## config.mk

```make
export PLATFORM = sky130hd
export DESIGN_NAME = mc_ctrl
export DESIGN_NICKNAME = d
export VERILOG_FILES = /design/src/rtl/mc_ctrl_pkg.sv /design/src/rtl/mc_ctrl_outdec.sv /design/src/rtl/mc_ctrl.sv
export SDC_FILE = /design/constraint.sdc
export NUM_CORES = 1
export LEC_CHECK = 0
export CORE_MARGIN = 1
export CORE_UTILIZATION = 42
export DETAILED_ROUTE_END_ITERATION = 10
export PLACE_DENSITY = 0.83
export SYNTH_ARGS = -nofsm -noshare
export SYNTH_HDL_FRONTEND = slang
export SYNTH_SLANG_ARGS = --single-unit
```

## constraint.sdc

```tcl
create_clock -name clk -period 3.5 [get_ports clk]
set_input_delay 0.35 -clock clk [delete_from_list [all_inputs] [get_ports clk]]
set_output_delay 0.35 -clock clk [all_outputs]
set_load 0.02 [all_outputs]
```

## src/rtl/mc_ctrl_pkg.sv

```systemverilog
// mc_ctrl_pkg: shared definitions for the multi-cycle MIPS main control unit.
//   - 4-bit FSM state encodings
//   - opcode constants
//   - encodings for alu_op, alu_src_b, pc_src, reg_dst and mem_to_reg
//   - op_legal(): whether an opcode is decoded by this control unit
// Configuration: MC_CTRL_JAL_EN adds the JAL state and makes opcode 0x03 legal.
package mc_ctrl_pkg;

  typedef enum logic [3:0] {
    S_RST  = 4'd0,
    S_IF   = 4'd1,
    S_ID   = 4'd2,
    S_MADR = 4'd3,
    S_MRD  = 4'd4,
    S_MWB  = 4'd5,
    S_MWR  = 4'd6,
    S_REX  = 4'd7,
    S_RWB  = 4'd8,
    S_BEQ  = 4'd9,
    S_IEX  = 4'd10,
    S_IWB  = 4'd11,
    S_JMP  = 4'd12
`ifdef MC_CTRL_JAL_EN
    , S_JAL = 4'd13
`endif
  } state_e;

  // Opcodes
  localparam logic [5:0] OP_RTYPE = 6'h00;
  localparam logic [5:0] OP_J     = 6'h02;
  localparam logic [5:0] OP_JAL   = 6'h03;
  localparam logic [5:0] OP_BEQ   = 6'h04;
  localparam logic [5:0] OP_ADDI  = 6'h08;
  localparam logic [5:0] OP_ORI   = 6'h0D;
  localparam logic [5:0] OP_LW    = 6'h23;
  localparam logic [5:0] OP_SW    = 6'h2B;

  // ALU operation
  localparam logic [1:0] ALU_ADD   = 2'b00;
  localparam logic [1:0] ALU_SUB   = 2'b01;
  localparam logic [1:0] ALU_FUNCT = 2'b10;
  localparam logic [1:0] ALU_OR    = 2'b11;

  // ALU B operand select
  localparam logic [2:0] SRCB_B       = 3'b000;
  localparam logic [2:0] SRCB_FOUR    = 3'b001;
  localparam logic [2:0] SRCB_SIMM    = 3'b010;
  localparam logic [2:0] SRCB_SIMM_S2 = 3'b011;
  localparam logic [2:0] SRCB_ZIMM    = 3'b100;

  // PC source select
  localparam logic [1:0] PCSRC_ALU    = 2'b00;
  localparam logic [1:0] PCSRC_ALUOUT = 2'b01;
  localparam logic [1:0] PCSRC_JUMP   = 2'b10;

  // Register file write address select
  localparam logic [1:0] RDST_RT = 2'b00;
  localparam logic [1:0] RDST_RD = 2'b01;
  localparam logic [1:0] RDST_RA = 2'b10;

  // Register file write data select
  localparam logic [1:0] M2R_ALUOUT = 2'b00;
  localparam logic [1:0] M2R_MDR    = 2'b01;
  localparam logic [1:0] M2R_PC     = 2'b10;

  function automatic logic op_legal(input logic [5:0] op);
    logic ok;
    case (op)
      OP_RTYPE, OP_LW, OP_SW, OP_BEQ, OP_ADDI, OP_ORI, OP_J: ok = 1'b1;
`ifdef MC_CTRL_JAL_EN
      OP_JAL: ok = 1'b1;
`endif
      default: ok = 1'b0;
    endcase
    return ok;
  endfunction

endpackage

```

## src/rtl/mc_ctrl_outdec.sv

```systemverilog
// mc_ctrl_outdec: combinational output decoder for the multi-cycle control FSM.
// Maps the current state (plus op, zero and mem_ready where they matter) to
// every datapath control signal. Outputs not driven by a state are 0.
// Ports:
//   state_i      current FSM state
//   op_i         IR opcode field
//   zero_i       ALU zero flag (conditional PC write in BEQ)
//   mem_ready_i  memory completes its access this cycle (gates fetch writes)
//   *_o          datapath controls, see mc_ctrl for meaning
// Configuration: MC_CTRL_JAL_EN adds the JAL state outputs.
module mc_ctrl_outdec
  import mc_ctrl_pkg::*;
(
  input  state_e      state_i,
  input  logic [5:0]  op_i,
  input  logic        zero_i,
  input  logic        mem_ready_i,
  output logic        pc_wr_o,
  output logic        ir_wr_o,
  output logic        mem_rd_o,
  output logic        mem_wr_o,
  output logic        iord_o,
  output logic        reg_wr_o,
  output logic [1:0]  reg_dst_o,
  output logic [1:0]  mem_to_reg_o,
  output logic        alu_src_a_o,
  output logic [2:0]  alu_src_b_o,
  output logic [1:0]  alu_op_o,
  output logic [1:0]  pc_src_o,
  output logic        illegal_o
);

  logic pc_write;
  logic pc_write_cond;

  always_comb begin
    pc_write      = 1'b0;
    pc_write_cond = 1'b0;
    ir_wr_o       = 1'b0;
    mem_rd_o      = 1'b0;
    mem_wr_o      = 1'b0;
    iord_o        = 1'b0;
    reg_wr_o      = 1'b0;
    reg_dst_o     = RDST_RT;
    mem_to_reg_o  = M2R_ALUOUT;
    alu_src_a_o   = 1'b0;
    alu_src_b_o   = SRCB_B;
    alu_op_o      = ALU_ADD;
    pc_src_o      = PCSRC_ALU;
    illegal_o     = 1'b0;
    case (state_i)
      S_IF: begin
        // PC+4 and IR load only on the completing cycle, so a wait-stated
        // fetch still increments the PC exactly once.
        mem_rd_o    = 1'b1;
        alu_src_b_o = SRCB_FOUR;
        pc_write    = mem_ready_i;
        ir_wr_o     = mem_ready_i;
      end
      S_ID: begin
        // Speculatively compute the branch target into ALUOut.
        alu_src_b_o = SRCB_SIMM_S2;
        illegal_o   = ~op_legal(op_i);
      end
      S_MADR: begin
        alu_src_a_o = 1'b1;
        alu_src_b_o = SRCB_SIMM;
      end
      S_MRD: begin
        mem_rd_o = 1'b1;
        iord_o   = 1'b1;
      end
      S_MWB: begin
        reg_wr_o     = 1'b1;
        mem_to_reg_o = M2R_MDR;
      end
      S_MWR: begin
        mem_wr_o = 1'b1;
        iord_o   = 1'b1;
      end
      S_REX: begin
        alu_src_a_o = 1'b1;
        alu_op_o    = ALU_FUNCT;
      end
      S_RWB: begin
        reg_wr_o  = 1'b1;
        reg_dst_o = RDST_RD;
      end
      S_BEQ: begin
        alu_src_a_o   = 1'b1;
        alu_op_o      = ALU_SUB;
        pc_src_o      = PCSRC_ALUOUT;
        pc_write_cond = 1'b1;
      end
      S_IEX: begin
        alu_src_a_o = 1'b1;
        if (op_i == OP_ORI) begin
          alu_src_b_o = SRCB_ZIMM;
          alu_op_o    = ALU_OR;
        end else begin
          alu_src_b_o = SRCB_SIMM;
          alu_op_o    = ALU_ADD;
        end
      end
      S_IWB: begin
        reg_wr_o = 1'b1;
      end
      S_JMP: begin
        pc_write = 1'b1;
        pc_src_o = PCSRC_JUMP;
      end
`ifdef MC_CTRL_JAL_EN
      S_JAL: begin
        // PC already holds PC+4: $31 gets the return address on the same
        // edge that the PC takes the jump target.
        pc_write     = 1'b1;
        pc_src_o     = PCSRC_JUMP;
        reg_wr_o     = 1'b1;
        reg_dst_o    = RDST_RA;
        mem_to_reg_o = M2R_PC;
      end
`endif
      default: ;
    endcase
  end

  assign pc_wr_o = pc_write | (pc_write_cond & zero_i);

endmodule

```

## src/rtl/mc_ctrl.sv

```systemverilog
// mc_ctrl: Moore main control FSM for the multi-cycle MIPS CPU.
// Sequences each instruction through fetch, decode, execute, memory and
// writeback; memory states wait on mem_ready for wait-stated memory.
// Ports:
//   clk, rst (async, active-low)   clock and reset
//   op, zero, mem_ready            opcode, ALU zero flag, memory handshake
//   pc_wr, ir_wr                   PC / IR enables
//   mem_rd, mem_wr, iord           memory request and address select
//   reg_wr, reg_dst, mem_to_reg    register file write controls
//   alu_src_a, alu_src_b, alu_op   ALU operand/operation selects
//   pc_src                         next-PC select
//   illegal                        one-cycle pulse on an unknown opcode
//   state                          current state (debug)
// Configuration: define MC_CTRL_JAL_EN to decode opcode 0x03 as jal.
module mc_ctrl
  import mc_ctrl_pkg::*;
(
  input  logic        clk,
  input  logic        rst,
  input  logic [5:0]  op,
  input  logic        zero,
  input  logic        mem_ready,
  output logic        pc_wr,
  output logic        ir_wr,
  output logic        mem_rd,
  output logic        mem_wr,
  output logic        iord,
  output logic        reg_wr,
  output logic [1:0]  reg_dst,
  output logic [1:0]  mem_to_reg,
  output logic        alu_src_a,
  output logic [2:0]  alu_src_b,
  output logic [1:0]  alu_op,
  output logic [1:0]  pc_src,
  output logic        illegal,
  output logic [3:0]  state
);

  state_e state_q;
  state_e state_d;

  always_ff @(posedge clk or negedge rst) begin
    if (!rst) state_q <= S_RST;
    else      state_q <= state_d;
  end

  always_comb begin
    state_d = state_q;
    case (state_q)
      S_RST:  state_d = S_IF;
      S_IF:   if (mem_ready) state_d = S_ID;
      S_ID: begin
        case (op)
          OP_RTYPE:      state_d = S_REX;
          OP_LW, OP_SW:  state_d = S_MADR;
          OP_BEQ:        state_d = S_BEQ;
          OP_ADDI, OP_ORI: state_d = S_IEX;
          OP_J:          state_d = S_JMP;
`ifdef MC_CTRL_JAL_EN
          OP_JAL:        state_d = S_JAL;
`endif
          default:       state_d = S_IF;
        endcase
      end
      S_MADR: state_d = (op == OP_LW) ? S_MRD : S_MWR;
      S_MRD:  if (mem_ready) state_d = S_MWB;
      S_MWB:  state_d = S_IF;
      S_MWR:  if (mem_ready) state_d = S_IF;
      S_REX:  state_d = S_RWB;
      S_RWB:  state_d = S_IF;
      S_BEQ:  state_d = S_IF;
      S_IEX:  state_d = S_IWB;
      S_IWB:  state_d = S_IF;
      S_JMP:  state_d = S_IF;
`ifdef MC_CTRL_JAL_EN
      S_JAL:  state_d = S_IF;
`endif
      default: state_d = S_RST;
    endcase
  end

  mc_ctrl_outdec u_outdec (
    .state_i      (state_q),
    .op_i         (op),
    .zero_i       (zero),
    .mem_ready_i  (mem_ready),
    .pc_wr_o      (pc_wr),
    .ir_wr_o      (ir_wr),
    .mem_rd_o     (mem_rd),
    .mem_wr_o     (mem_wr),
    .iord_o       (iord),
    .reg_wr_o     (reg_wr),
    .reg_dst_o    (reg_dst),
    .mem_to_reg_o (mem_to_reg),
    .alu_src_a_o  (alu_src_a),
    .alu_src_b_o  (alu_src_b),
    .alu_op_o     (alu_op),
    .pc_src_o     (pc_src),
    .illegal_o    (illegal)
  );

  assign state = state_q;

endmodule

```

==> results of run 1 <==
-- through the flow --
stage           util  instances  hold WS, ns
2_1_floorplan      -         96       0.0544
3_5_place_dp   0.662        131        0.563
6_report       0.679        134        0.312
3_3_place_gp   0.662        131        0.558
4_1_cts        0.679        134        0.311
5_1_grt        0.679        134        0.319
-- routing by layer --
metal | routed length, um | share of wire
met1 | 821 | 0.47
met2 | 834 | 0.47
met3 | 87 | 0.049
met4 | 17 | 0.0097
met5 | 0 | 0
-- final cells by class --
| cell class | instances | area [um^2] | share of cell area |
|---|---|---|---|
| Clock buffer | 3 | 22.5 | 0.0240 |
| Inverter | 4 | 15.0 | 0.0160 |
| Multi-Input combinational cell | 78 | 482 | 0.513 |
| Sequential cell | 4 | 100 | 0.107 |
| Tap cell | 15 | 18.8 | 0.0200 |
| Timing Repair Buffer | 30 | 300 | 0.320 |
-- kinds of logic (layout without fill, tap and decap cells) --
logic type             Yosys count  after routing
buffers and inverters           14             37
XOR/XNOR                         3              3
AO/OA/AOI/OAI                   27             27
flip-flops                       4              4
AND/OR/NAND/NOR                 46             46
other                            1              2
-- placed cells by master, fill, tap and decap left out, types with 2 or more instances in the layout --
| cell | synthesis | final |
|---|---|---|
| sky130_fd_sc_hd__clkdlybuf4s50_1 | 0 | 30 |
| sky130_fd_sc_hd__nor2_1 | 11 | 11 |
| sky130_fd_sc_hd__nor3_1 | 8 | 8 |
| sky130_fd_sc_hd__nand2b_1 | 6 | 6 |
| sky130_fd_sc_hd__a21oi_1 | 6 | 6 |
| sky130_fd_sc_hd__o21ai_0 | 5 | 5 |
| sky130_fd_sc_hd__nand2_1 | 4 | 4 |
| sky130_fd_sc_hd__inv_1 | 4 | 4 |
| sky130_fd_sc_hd__dfrtp_1 | 4 | 4 |
| sky130_fd_sc_hd__xnor2_1 | 3 | 3 |
| sky130_fd_sc_hd__clkbuf_4 | 0 | 3 |
| sky130_fd_sc_hd__nor2b_1 | 2 | 2 |
| sky130_fd_sc_hd__nand4b_1 | 2 | 2 |
| sky130_fd_sc_hd__and2_1 | 2 | 2 |
| sky130_fd_sc_hd__a21o_1 | 2 | 2 |
| sky130_fd_sc_hd__nor4b_1 | 2 | 2 |
| sky130_fd_sc_hd__o32ai_1 | 2 | 2 |
| sky130_fd_sc_hd__conb_1 | 1 | 2 |
-- power groups by stage --
stage                     combinational, uW  sequential (uW)  clock [uW]
after floorplan                         367              113           0
after global placement                  535              152           0
after detailed placement                534              149           0
after CTS                               539              149        59.2
after global routing                    574              160        62.8
final                                   537              151        58.1
-- worst max-delay path by stage --
| stage | start | to |
|---|---|---|
| after detailed placement | op[2] | alu_op[0] |
| after floorplan | state[1]$_DFFE_PN0P_ | pc_wr |
| after global placement | op[2] | alu_op[0] |
| after global routing | op[2] | alu_op[1] |
| final | op[2] | alu_op[0] |
| after CTS | op[2] | alu_op[0] |
==> impl_metrics.csv, run 1 <==
group,metric,value,unit
outcome,outcome,"completed",
placement,pre_cts_slack,0.798,ns
synthesis,total_of_flip_flops_plus_latches_after_synthesis,4,
grt,grt.busiest_layer,"met2",
clock_network,worst_setup_hold_path_clk_slew,0.04,ns
timing,timing.setup.tns,0,ns
grt,grt.met3_usage,0.0522,
synthesis,synth.area.mux_share,0,
timing,fmaxAchievable,367,MHz
die,die_height,41.6,um
die,num_io_pins,33,
setup_path,critPathLaunchType,"primary input",
route,routed_wirelength,1.76,mm
finish,antenna-diode-count,0,
setup_path,r2r-start,"state[1]$_DFFE_PN0P_",
timing,min_period,2.72,ns
setup_path,worst-path-stages,6,
synthesis,post_synth_most_frequent_cells,"sky130_fd_sc_hd__nor2_1 (11), sky130_fd_sc_hd__nor3_1 (8), sky130_fd_sc_hd__a21oi_1 (6), sky130_fd_sc_hd__nand2b_1 (6), sky130_fd_sc_hd__o21ai_0 (5)",
setup_path,critPathRequiredTime,3.15,ns
power_and_ir_drop,clock_power_share,0.078,
grt,grt_start_max_net_pins,21,
setup_path,crit_family,"buffers and inverters",
clock_network,cts_buffer_depth,2,
die,floorplan.die_area,1730,um^2
route,drt_pre_antenna_iters,4,
timing,normalized_max_slew_margin,0.655,
placement,hpwl,1.35,mm
synthesis,yosys.area_share.xor_xnor,0.0398,
finish,drive_above_1_share,0.0504,
die,initial_cell_density_of_the_core,0.477,
timing,finalCritPeriodShare,0.778,
setup_path,cp-end-kind,"output pin",
route,post_drt_via_cell_ratio,5.91,
placement,port_buffers,30,
grt,initial_antenna_violation_count,0,
clock_network,cell_at_the_root_of_the_clock_tree,"sky130_fd_sc_hd__clkbuf_4",
setup_path,crit_top_cell,"sky130_fd_sc_hd__clkdlybuf4s50_1",
synthesis,yosys.area_share.simple,0.391,
timing,setup_slack,0.776,ns
synthesis,netlist_area,659,um^2
timing,worst_slew_pin_slew,0.517,ns
power_and_ir_drop,power-per-cell-area,795,nW/um^2
placement,area_after_dpl,916,um^2
grt,global_route.usage.total,0.212,
clock_network,cts.repair.resized,0,
setup_path,cp.arrival,2.37,ns
timing,setup_violations,0,
setup_path,r2r_slack,1.65,ns
setup_path,cp_max_fanout,8,
setup_path,crit_slowest_cell,"sky130_fd_sc_hd__clkdlybuf4s50_1",
die,dieWidth,41.6,um
worst_hold_path,holdCritPathClass,"primary input to async pin",
clock_network,tritoncts,"done",
synthesis,synth.most_common_cell,"sky130_fd_sc_hd__nor2_1",
route,antenna_violating_nets_post_route,0,
timing,final_max_slew_viol_count,0,
power_and_ir_drop,totalPowerFinal,746,uW
synthesis,synthDistinctLibCells,41,
setup_path,worst-r2r-cell-count,4,
clock_network,post-cts-setup-buffer-count,0,
power_and_ir_drop,total_leakage_power,0.000343,uW
timing,unrepaired_setup_endpoints_after_global_routing,"false",
synthesis,synth_edf_count,0,
setup_path,timing.rr.end,"state[1]$_DFFE_PN0P_",
power_and_ir_drop,switching_share_of_power,0.504,
setup_path,critical-path-max-stage-delay,0.63,ns
synthesis,syn_inst,95,
timing,final_hold_viol_count,0,
setup_path,classification_of_the_worst_setup_path,"primary input to output pin",
clock_network,clk-insertion-delay-late,0.24,ns
synthesis,synthTopCellsByArea,"sky130_fd_sc_hd__dfrtp_1 (15%), sky130_fd_sc_hd__nor2_1 (6.3%), sky130_fd_sc_hd__nor3_1 (6.1%), sky130_fd_sc_hd__nand2b_1 (5.7%), sky130_fd_sc_hd__a21oi_1 (4.6%)",
timing,clock_tree_skew_after_final_layout,0.000964,ns
power_and_ir_drop,power.internal,371,uW
synthesis,ys_async_sr_fraction,1.00,
clock_network,clock_sink_count,4,
route,via_count,792,
finish,finish.instance_area,938,um^2
clock_network,cts-buffers-inserted,3,
clock_network,cts.htree.levels,1,
setup_path,timing.critical_path.buf_inv,2,
finish,max_ffs_per_register,4,
die,std_cell_rows,13,
power_and_ir_drop,net-switching-power,376,uW
finish,syn2layout_area_growth,42.3,%
synthesis,syn-mean-instance-area,6.94,um^2
grt,grt_first_pass_wirelength,2.96,mm
power_and_ir_drop,irDropWorstVdd,0.500,mV
synthesis,yosys.area_share.adder,0,
setup_path,cp_cell_sequence,"clkdlybuf4s50_1 > nand4b_1 > nor3_1 > nand2_1 > a21oi_1 > clkdlybuf4s50_1",
route,drc,0,
grt,grt_use_met1,0.269,
clock_network,number_of_hold_buffers_added_after_cts,0,
die,std_cell_core_area,1380,um^2
grt,grt_remaining_overflow,0,
synthesis,synth_area_leader_cell,"sky130_fd_sc_hd__dfrtp_1",
flow_run,drv.max_cap_violation_count,0,
power_and_ir_drop,share_seq_of_total_power,0.203,
route,wl_per_cell,13.1,um
placement,routabilityCongestion,0.777,
power_and_ir_drop,pwr-share-comb,0.719,
route,first_iter_violations,10,
grt,groute.layer.met2.usage,0.338,
synthesis,synth_top_family_by_area,"simple AND/OR/NAND/NOR gates",
synthesis,netlist.area_leader.share,0.152,
synthesis,synthesized_area_fraction_occupied_by_ao_oa_aoi_and_oai_cells,0.288,
finish,design.final.nets,131,
synthesis,seq_area_frac_synth,0.152,
grt,first_global_vias,670,
synthesis,dominantRegCellSynth,"sky130_fd_sc_hd__dfrtp_1",
finish,num-fill-cells,119,
synthesis,synthesis.yosys.warnings,0,
(Power assumes the default switching activity.)
==> run 2, diff against run 1 <==
--- a/config.mk
+++ b/config.mk
@@ -6,9 +6,9 @@
 export NUM_CORES = 1
 export LEC_CHECK = 0
 export CORE_MARGIN = 1
-export CORE_UTILIZATION = 42
+export CORE_UTILIZATION = 39
 export DETAILED_ROUTE_END_ITERATION = 10
-export PLACE_DENSITY = 0.83
+export PLACE_DENSITY = 0.78
 export SYNTH_ARGS = -nofsm -noshare
 export SYNTH_HDL_FRONTEND = slang
 export SYNTH_SLANG_ARGS = --single-unit
==> constraint.sdc (replaced) <==
create_clock -name clk -period 2.8 [get_ports clk]
set_input_delay 0.28 -clock clk [delete_from_list [all_inputs] [get_ports clk]]
set_output_delay 0.28 -clock clk [all_outputs]
set_load 0.02 [all_outputs]
==> run 2 against run 1 <==
Against the previous run:
- core utilization decreased by 6.9 points
- via count decreased by 2.4%
- total power increased by 25%
- combinational power increased by 25%
- count of clock-buffer cells in the layout unchanged
- die area increased by 7.3%
- routed wire length decreased by 3.6%
- largest cell class unchanged
- clock power increased by 29%
- non-clock buffer count unchanged
- critical path type unchanged
- sequential share of layout area about the same
==> impl_metrics.csv, run 2 (same netlist as run 1, synthesis figures left out) <==
group,metric,value,unit
grt,grt_start_max_net_pins,21,
setup_path,critPathLaunchType,"primary input",
setup_path,critical-path-max-stage-delay,0.63,ns
die,initial_cell_density_of_the_core,0.428,
timing,final_hold_viol_count,0,
die,die_height,43.1,um
setup_path,crit_top_cell,"sky130_fd_sc_hd__clkdlybuf4s50_1",
finish,design.final.nets,131,
grt,global_route.usage.total,0.194,
setup_path,critPathRequiredTime,2.52,ns
power_and_ir_drop,totalPowerFinal,932,uW
timing,timing.setup.tns,0,ns
finish,drive_above_1_share,0.0504,
finish,ff_latch_area,100,um^2
timing,fmaxAchievable,388,MHz
setup_path,cp_cell_sequence,"clkdlybuf4s50_1 > nand4b_1 > nor3_1 > nand2_1 > a21oi_1 > clkdlybuf4s50_1",
route,first_iter_violations,6,
flow_run,drv.max_cap_violation_count,0,
clock_network,cts.htree.levels,1,
grt,grt_remaining_overflow,0,
route,via_count,773,
setup_path,cp-end-kind,"output pin",
timing,unrepaired_setup_endpoints_after_global_routing,"false",
route,drc,0,
clock_network,cell_at_the_root_of_the_clock_tree,"sky130_fd_sc_hd__clkbuf_4",
timing,setup_slack,0.221,ns
route,antenna_violating_nets_post_route,0,
timing,worst_slew_pin_slew,0.512,ns
power_and_ir_drop,total_leakage_power,0.000343,uW
finish,multi_input_comb_area,482,um^2
route,routed_wirelength,1.70,mm
clock_network,number_of_hold_buffers_added_after_cts,0,
finish,mostFrequentLayoutCell,"sky130_fd_sc_hd__clkdlybuf4s50_1",
die,std_cell_rows,14,
clock_network,cts-buffers-inserted,3,
die,dieWidth,43.1,um
route,post_drt_via_cell_ratio,5.73,
placement,pre_cts_slack,0.239,ns
placement,hpwl,1.27,mm
clock_network,clk-insertion-delay-late,0.25,ns
finish,max_ffs_per_register,4,
die,floorplan.die_area,1860,um^2
placement,port_buffers,30,
timing,normalized_max_slew_margin,0.659,
grt,initial_antenna_violation_count,0,
grt,first_global_vias,670,
finish,syn2layout_area_growth,42.5,%
die,std_cell_core_area,1540,um^2
route,wl_per_cell,12.6,um
clock_network,worst_setup_hold_path_clk_slew,0.04,ns
timing,clock_tree_skew_after_final_layout,0.00983,ns
setup_path,cp.arrival,2.30,ns
timing,finalCritPeriodShare,0.921,
route,drt_pre_antenna_iters,4,
clock_network,clock_sink_count,4,
timing,final_max_slew_viol_count,0,
clock_network,cts_buffer_depth,2,
finish,commonest_non_fill_non_tap_cells_in_the_layout,"sky130_fd_sc_hd__clkdlybuf4s50_1 (30), sky130_fd_sc_hd__nor2_1 (11), sky130_fd_sc_hd__nor3_1 (8), sky130_fd_sc_hd__nand2b_1 (6), sky130_fd_sc_hd__a21oi_1 (6)",
finish,num-fill-cells,142,
timing,min_period,2.58,ns
clock_network,tritoncts,"done",
power_and_ir_drop,power-per-cell-area,992,nW/um^2
placement,routabilityCongestion,0.826,
worst_hold_path,holdCritPathClass,"primary input to async pin",
timing,setup_violations,0,
power_and_ir_drop,irDropWorstVdd,0.685,mV
setup_path,classification_of_the_worst_setup_path,"primary input to output pin",
setup_path,cp_max_fanout,8,
grt,grt_first_pass_wirelength,2.82,mm
clock_network,post-cts-setup-buffer-count,0,
finish,antenna-diode-count,0,
outcome,outcome,"completed",
clock_network,cts.repair.resized,0,
setup_path,crit_slowest_cell,"sky130_fd_sc_hd__clkdlybuf4s50_1",
die,num_io_pins,33,
==> run 2: cell counts in the layout (fill, tap and decap cells not counted) <==
Identical to the previous run, type by type.
==> run 2: worst max-delay path, delay by kind of cell <==
family                 cells  cell delay, ns
AOI/OAI and AO/OA          1            0.16
buffers and inverters      2            1.25
and+or+nand+nor            3            0.61
==> run 2: through the flow <==
stage	area (um^2)	std cells	util	hold slack (ns)
after floorplan	663	96	-	-0.0156
after global placement	917	132	0.595	0.494
after global routing	940	135	0.610	0.241
final	940	135	0.610	0.232
after CTS	940	135	0.610	0.230
after detailed placement	917	132	0.595	0.496
==> run 2: cell type report <==
type / count / share of cell area
Inverter: 4 / 0.0160
Clock buffer: 3 / 0.0240
Multi-Input combinational cell: 78 / 0.513
Timing Repair Buffer: 30 / 0.320
Tap cell: 16 / 0.0213
Sequential cell: 4 / 0.107
==> run 2: path summary, 6_finish.rpt <==
path,endpoint,slack (ns),start,cells after the start
max in group asynchronous,state[2]$_DFFE_PN0P_,2.39,rst,1
min reg2reg,state[2]$_DFFE_PN0P_,0.76,state[3]$_DFFE_PN0P_,1
min,state[0]$_DFFE_PN0P_,0.23,rst,1
min in group clk,state[2]$_DFFE_PN0P_,0.76,state[3]$_DFFE_PN0P_,1
max reg2reg,state[1]$_DFFE_PN0P_,0.92,state[1]$_DFFE_PN0P_,4
max,alu_op[0],0.22,op[2],6
==> run 2: report_power, final <==
part | switching (uW) | internal (uW) | leakage [uW]
Sequential | 105 | 82.6 | 0.0000499
Combinational | 337 | 333 | 0.000279
Clock | 26.8 | 48.1 | 0.0000138
==> run 2: metal layers <==
metal | up-vias | GRT usage | share of wire
li1 | 393 | - | -
met1 | 344 | 0.251 | 0.44
met2 | 33 | 0.322 | 0.47
met3 | 3 | 0.0468 | 0.083
met4 | 0 | 0.0424 | 0.0065
met5 | - | 0 | 0
